### config.mk
export PLATFORM = sky130hd
export DESIGN_NAME = pipe_hazard_ctrl
export DESIGN_NICKNAME = d
export VERILOG_FILES = /design/src/rtl/pipe_hazard_ctrl.sv
export SDC_FILE = /design/constraint.sdc
export NUM_CORES = 1
export LEC_CHECK = 0
export CAP_MARGIN = 10
export CELL_PAD_IN_SITES_DETAIL_PLACEMENT = 1
export CELL_PAD_IN_SITES_GLOBAL_PLACEMENT = 1
export CORE_UTILIZATION = 32
export DETAILED_ROUTE_END_ITERATION = 8
export GPL_ROUTABILITY_DRIVEN = 1
export PLACE_DENSITY = 0.76
export RECOVER_POWER = 25
export SLEW_MARGIN = 10
export SYNTH_ARGS = -nofsm -noshare
export SYNTH_HDL_FRONTEND = slang
export SYNTH_SLANG_ARGS = --single-unit
### constraint.sdc
create_clock -name clk -period 1.7 [get_ports clk]
set_clock_uncertainty 0.05 [all_clocks]
set_input_delay 0.17 -clock clk [delete_from_list [all_inputs] [get_ports clk]]
set_output_delay 0.17 -clock clk [all_outputs]
set_load 0.01 [all_outputs]
### src/rtl/pipe_hazard_ctrl.sv
// Pipeline hazard controller for a 5-stage in-order pipeline.
// It resolves load-use stalls, taken-branch flushes and instruction-fetch
// holds into PC / IF-ID / ID-EX control, and keeps saturating performance
// counters for lost cycles and flush events.
module pipe_hazard_ctrl #(
  parameter int FLUSH_CYCLES = 1,
  parameter int CNT_W        = 16
) (
  input  logic             clk,
  input  logic             rst_n,
  input  logic [4:0]       id_rs,
  input  logic [4:0]       id_rt,
  input  logic             id_uses_rs,
  input  logic             id_uses_rt,
  input  logic             ex_memread,
  input  logic [4:0]       ex_rd,
  input  logic             branch_taken,
  input  logic             ibus_ready,
  output logic             pc_en,
  output logic             ifid_en,
  output logic             ifid_flush,
  output logic             idex_bubble,
  output logic [1:0]       state,
  output logic [CNT_W-1:0] stall_cnt,
  output logic [CNT_W-1:0] flush_cnt
);

  typedef enum logic [1:0] {
    ST_RUN   = 2'd0,
    ST_FLUSH = 2'd1,
    ST_HOLD  = 2'd2
  } state_t;

  localparam logic [1:0]       FLUSH_INIT = 2'(FLUSH_CYCLES);
  localparam logic [CNT_W-1:0] CNT_ONE    = {{(CNT_W-1){1'b0}}, 1'b1};

  state_t           state_q, state_d;
  logic [1:0]       fcnt_q, fcnt_d;
  logic [CNT_W-1:0] stall_cnt_q, stall_cnt_d;
  logic [CNT_W-1:0] flush_cnt_q, flush_cnt_d;
  logic             luh;
  logic             stall_inc;
  logic             flush_inc;

  // Load-use hazard: a load in EX writes a non-zero register that ID reads.
  assign luh = ex_memread && (ex_rd != 5'd0) &&
               ((id_uses_rs && (id_rs == ex_rd)) ||
                (id_uses_rt && (id_rt == ex_rd)));

  // Next-state and pipeline control; outputs have no added latency.
  always_comb begin
    pc_en       = 1'b1;
    ifid_en     = 1'b1;
    ifid_flush  = 1'b0;
    idex_bubble = 1'b0;
    state_d     = state_q;
    fcnt_d      = fcnt_q;
    stall_inc   = 1'b0;
    flush_inc   = 1'b0;

    if (branch_taken) begin
      // Taken branch wins over every other event in every state.
      ifid_flush  = 1'b1;
      idex_bubble = 1'b1;
      flush_inc   = 1'b1;
      if (FLUSH_CYCLES == 0) begin
        state_d = ST_RUN;
        fcnt_d  = 2'd0;
      end else begin
        state_d = ST_FLUSH;
        fcnt_d  = FLUSH_INIT;
      end
    end else begin
      case (state_q)
        ST_RUN: begin
          if (luh) begin
            pc_en       = 1'b0;
            ifid_en     = 1'b0;
            idex_bubble = 1'b1;
            stall_inc   = 1'b1;
          end else if (!ibus_ready) begin
            pc_en      = 1'b0;
            ifid_flush = 1'b1;
            stall_inc  = 1'b1;
            state_d    = ST_HOLD;
          end
        end
        ST_FLUSH: begin
          // Keep squashing fetched words; only count down on real fetches.
          pc_en      = ibus_ready;
          ifid_flush = 1'b1;
          if (ibus_ready) begin
            if (fcnt_q <= 2'd1) begin
              fcnt_d  = 2'd0;
              state_d = ST_RUN;
            end else begin
              fcnt_d = fcnt_q - 2'd1;
            end
          end
        end
        ST_HOLD: begin
          if (!ibus_ready) begin
            pc_en      = 1'b0;
            ifid_flush = 1'b1;
            stall_inc  = 1'b1;
          end else begin
            state_d = ST_RUN;
            if (luh) begin
              pc_en       = 1'b0;
              ifid_en     = 1'b0;
              idex_bubble = 1'b1;
              stall_inc   = 1'b1;
            end
          end
        end
        default: begin
          // Unused encoding: recover to RUN.
          state_d = ST_RUN;
          fcnt_d  = 2'd0;
        end
      endcase
    end

    // Reset drives the pipeline to a safe squashed state without a clock.
    if (!rst_n) begin
      pc_en       = 1'b0;
      ifid_en     = 1'b0;
      ifid_flush  = 1'b1;
      idex_bubble = 1'b1;
    end
  end

  // Saturating performance counter updates.
  always_comb begin
    stall_cnt_d = stall_cnt_q;
    flush_cnt_d = flush_cnt_q;
    if (stall_inc && (stall_cnt_q != '1)) begin
      stall_cnt_d = stall_cnt_q + CNT_ONE;
    end
    if (flush_inc && (flush_cnt_q != '1)) begin
      flush_cnt_d = flush_cnt_q + CNT_ONE;
    end
  end

  // State, flush counter and performance counter registers.
  always_ff @(posedge clk or negedge rst_n) begin
    if (!rst_n) begin
      state_q     <= ST_RUN;
      fcnt_q      <= 2'd0;
      stall_cnt_q <= '0;
      flush_cnt_q <= '0;
    end else begin
      state_q     <= state_d;
      fcnt_q      <= fcnt_d;
      stall_cnt_q <= stall_cnt_d;
      flush_cnt_q <= flush_cnt_d;
    end
  end

  assign state     = state_q;
  assign stall_cnt = stall_cnt_q;
  assign flush_cnt = flush_cnt_q;

endmodule

# After elaboration in Yosys (flattened, before gate mapping)
# Cells that the tools add are included.
[totals] reg_bits=36 output_inout_bits=38 wordCells=69
[classes] add_sub_neg=3 magnitude_cmp=1 eq_ne=12 n_mux=37 reduce_logical=12
[ops] cell="16-bit by 1-bit adder with 16-bit output (second input constant)" count=2
[ops] cell="16-bit != test (second input constant)" count=2
[ops] cell="1-bit two-way mux" count=21
[ops] cell="2-bit two-way mux" count=9
[ops] cell="3-bit != test (second input constant)" count=5
[ops] cell="5-bit equality test" count=2
[ops] cell="1-bit logical AND" count=6
[ops] cell="1-bit case mux with 2 select lines" count=3
[ops] cell="1-bit case mux with 3 select lines" count=2
[ops] cell="2-bit case mux with 3 select lines" count=1
[ops] cell="5-bit AND reduction" count=1
[ops] cell="5-bit nonzero test" count=1
[ops] cell="2-bit case mux with 2 select lines" count=1
[ops] cell="2-bit by 1-bit equality test with 1-bit output (second input constant)" count=1
[ops] cell="2-bit equality test (second input constant)" count=1
[ops] cell="2-bit by 1-bit <= comparator with 1-bit output (second input constant)" count=1
[ops] cell="2-bit zero test" count=1
[ops] cell="2-bit by 1-bit != test with 1-bit output (second input constant)" count=1
[ops] cell="2-bit AND reduction" count=1
[ops] cell="2-bit OR reduction" count=1
[ops] cell="2-bit by 1-bit subtractor with 2-bit output (second input constant)" count=1
[ops] cell="1-bit logical OR" count=1

# Logic depth before layout (Yosys ltp)
[logic_depth] depth_word=9 ltp_mapped=8

# Worst setup path before layout
# OpenSTA, ideal clock, no wires.
[synth_timing] path_type="flip-flop to flip-flop" start="register stall_cnt_q[0], in the netlist stall_cnt[0]" end="register stall_cnt_q[7], in the netlist stall_cnt[7]" setup_ps=126 arrival_time_ps=1777 required_ps=1524 setup_slack_ps=-253 path_stages_with_launch=9 path_buffers=2 synth_period_minus_slack_ps=1953 path_cell_list="dfrtp_1 -> ha_1 -> and3_1 -> clkbuf_1 -> and4_1 -> nor3_4 -> buf_4 -> nand4_1 -> xnor2_1"
[synth_between] elab_chain_len=2
[synth_lines] element="start: declaration" line_no="39" text="logic [CNT_W-1:0] stall_cnt_q, stall_cnt_d;"
[synth_lines] element="start signal: assignment" line_no="155" text="stall_cnt_q <= stall_cnt_d;"
[synth_lines] element="parallel branches: the longest is 2 deep, another holds 16-bit by 1-bit adder with 16-bit output"
# Parallel ways; which one is timed is not known.
# A chain may end at the register's enable or synchronous reset.

# Worst setup path after layout
[layout_timing] start="register stall_cnt_q[1], in the netlist stall_cnt[1]" end="register stall_cnt_q[11], in the netlist stall_cnt[11]"
# Same word-level chain as after synthesis.

==> run_results.csv <==
group,metric,value,unit
outcome,violations,"negative setup slack",
finish,final_core_util,57.0,%
detailed_routing,viasPerCell,5.03,
logic_synthesis,synth_enable_flop_cells,0,
logic_synthesis,syn-num-nets,202,
place,dp_hpwl,3930,um
floorplan,chipWidth,79.2,um
clock_network,cts_max_level,2,
setup_path,cpPeakStageDelay,400,ps
logic_synthesis,synth.distinct_cells,39,
finish,syn2layout_area_growth,67.8,%
clock_network,clkTransAtPathRegs,70,ps
timing,max_clock_freq,0.566,GHz
clock_network,cts_buffer_depth,2,
finish,fill_cells,631,
logic_synthesis,ys_ff_latch,36,
timing,finalWorstSetupSlack,-65.8,ps
finish,drive_gt1_share,39.5,%
logic_synthesis,syn_avg_cell_area,10.7,um^2
timing,finalCriticalPeriod,1770,ps
logic_synthesis,synthMuxAreaShare,1.18,%
timing,tightest_slew,918,ps
setup_path,critPathMaxFanout,7,
setup_path,crit_required,1830,ps
finish,fin_cells,366,
logic_synthesis,synth_top_family_by_area,"simple AND/OR/NAND/NOR gates",
finish,layout_common_cells,"buf_4 (50), clkdlybuf4s50_1 (37), dfrtp_1 (32)",
place,dp_cells,348,
global_route,gr-total-overflow,0,
timing,hold_viol,0,
clock_network,clock_latency,290,ps
logic_synthesis,synthSimpleGateAreaFrac,23.2,%
setup_path,endpoint_kind,"flip-flop",
power,total_power,3.14,mW
timing,timing.final.max_slew_violations,0,
global_route,antenna_found_initial,0,
global_route,grt_usage,19.9,%
floorplan,fp.coreArea,0.00561,mm^2
place,placedInstanceArea,0.00294,mm^2
global_route,grt_pass1_wl,9670,um
power,total_leakage_power,1.43,nW
setup_path,cp_top_family,"simple AND/OR/NAND/NOR gates",
detailed_routing,drtPass1Iterations,4,
detailed_routing,routed_wl,5730,um
finish,nets,317,
logic_synthesis,syn_area,0.00191,mm^2
detailed_routing,routedWlPerCell,15.7,um
logic_synthesis,yosys_warnings,0,
min_path,hp-class,"flip-flop to flip-flop",
logic_synthesis,async_reset_ff_share,100,%
setup_path,start_kind,"flip-flop",
run,max_cap_viol_count,0,
floorplan,start_util,34.0,%
setup_path,slowest_stage,"dfrtp_1",
clock_network,cts_buffers,5,
detailed_routing,first_iter_violations,27,
global_route,grt_max_degree,37,
finish,final_cell_area,0.00320,mm^2
logic_synthesis,synthXorXnorAreaFrac,17.0,%
detailed_routing,ant_nets,0,
place,place_congestion,0.793,
setup_path,cp.arrival,1900,ps
detailed_routing,drc_errors,0,
finish,mostFrequentLayoutCell,"buf_4",
global_route,grt_pass1_vias,1969,
logic_synthesis,synth_seq_area_share,47.3,%
timing,finalCritPeriodShare,104,%
floorplan,die_h,79.2,um
outcome,status,"finished with violations",
power,powerDensity,982,mW/mm^2
logic_synthesis,synthFlopType,"dfrtp_1",
clock_network,clk_root_buffer_cell,"clkbuf_8",
setup_path,cp_cell_sequence,"ha_2, and3_4, and4_4, nor3_4, buf_6, nand4_1, xnor2_1",
detailed_routing,via_count,1840,
floorplan,num_rows,27,
finish,diodes,0,
clock_network,cts.sinks,36,
logic_synthesis,synthAdderAreaFrac,1.31,%
clock_network,cts_tree,"done",
setup_path,crit_type,"flip-flop to flip-flop",
logic_synthesis,syn_inst,178,
timing,maxSlewHeadroom,38.8,%
power,ir_worst_vdd,0.665,mV
floorplan,ios,60,
setup_path,crit_buf_inv,1,
floorplan,die-area,0.00627,mm^2
place,portBuffers,59,
logic_synthesis,synth_compound_area_share,6.96,%
timing,finalSetupViolations,16,
timing,rsz0062_at_grt,"yes",
-- through the flow --
stage | TNS (ps) | hold WS (ps) | setup WS (ps)
5_1_grt | -2380 | 474 | -158
6_report | -675 | 453 | -65.8
2_1_floorplan | -1880 | -176 | -167
4_1_cts | -783 | 457 | -64.4
3_3_place_gp | -6780 | 275 | -757
3_5_place_dp | -7850 | 280 | -878
-- path summary, 6_finish.rpt --
path	from	to	depth (start not counted)	slack [ps]
setup / recovery	stall_cnt[1]	stall_cnt[11]	7	-70
hold / removal	fcnt_q[0]	fcnt_q[0]	2	450
setup reg to reg	stall_cnt[1]	stall_cnt[11]	7	-70
hold reg to reg	fcnt_q[0]	fcnt_q[0]	2	450
max in group asynchronous	rst_n	flush_cnt[2]	3	150
min in group asynchronous	rst_n	flush_cnt[11]	3	810
-- layout make-up --
| type | count | area [um^2] | share of cell area (%) |
|---|---|---|---|
| multi-input cells | 132 | 1110 | 34.7 |
| repair buffers | 115 | 955 | 29.9 |
| flip-flops and latches | 36 | 906 | 28.3 |
| clock buffers | 7 | 96.3 | 3.01 |
| well taps | 72 | 90.1 | 2.82 |
| clock inverters | 1 | 30.0 | 0.939 |
| inverters | 3 | 11.3 | 0.352 |
-- worst register-to-register path, stage by stage (launching register included) --
cell     delay (ps)
dfrtp_1         400
ha_2            190
and3_4          150
and4_4          180
nor3_4          250
buf_6           170
nand4_1         110
xnor2_1         150
-- registers in the layout (all words and copies together) (netlist names) --
name,cells
fcnt_q,2
flush_cnt,16
stall_cnt,16
state,2
-- power by group --
| group | leakage [nW] | switching [mW] | internal [mW] | total [mW] |
|---|---|---|---|---|
| Combinational | 0.899 | 0.479 | 0.734 | 1.21 |
| Sequential | 0.468 | 0.0979 | 0.998 | 1.10 |
| Clock | 0.0645 | 0.313 | 0.518 | 0.831 |
| Total | 1.43 | 0.890 | 2.25 | 3.14 |
-- logic make-up after synthesis --
| group | after synthesis |
|---|---|
| xor+xnor | 37 |
| compound gates | 19 |
| mux | 2 |
| buf+inv | 10 |
| simple gates | 72 |
| flops | 36 |
| fa+ha+maj | 2 |
-- timing repair --
item | 4_1_cts | 5_1_grt
setup buffers | 3 | 6
setup endpoints to repair | 21 | 21
hold buffers | 1 | 0
pin swaps | 32 | 19
gates resized for setup | 70 | 27
hold endpoints to repair | 36 | 0
-- cells in the mapped netlist, types with 2 or more instances --
cell type  count  area share (%)
inv_1          3            0.59
o21ai_0        5             1.3
a21oi_1        2            0.53
nand3_1       13             3.4
nand2_1        9             1.8
nor2b_1        2            0.66
nor2_1         4            0.79
buf_6          2             1.2
nand4_1       16             5.3
clkbuf_1       3            0.59
and3_1        15             4.9
xnor2_1       36              17
ha_1           2             1.3
and4_1         5             2.3
dfrtp_1       36              47
o21a_1         2            0.79
-- layer usage --
metal | up-vias | GRT usage (%) | routed length (um)
met5 | - | 0 | 0
met4 | 0 | 8.00 | 118
met3 | 11 | 4.02 | 232
met2 | 48 | 34.1 | 2880
met1 | 892 | 24.3 | 2500
li1 | 889 | - | -
Power figures use the tool's default switching activity.
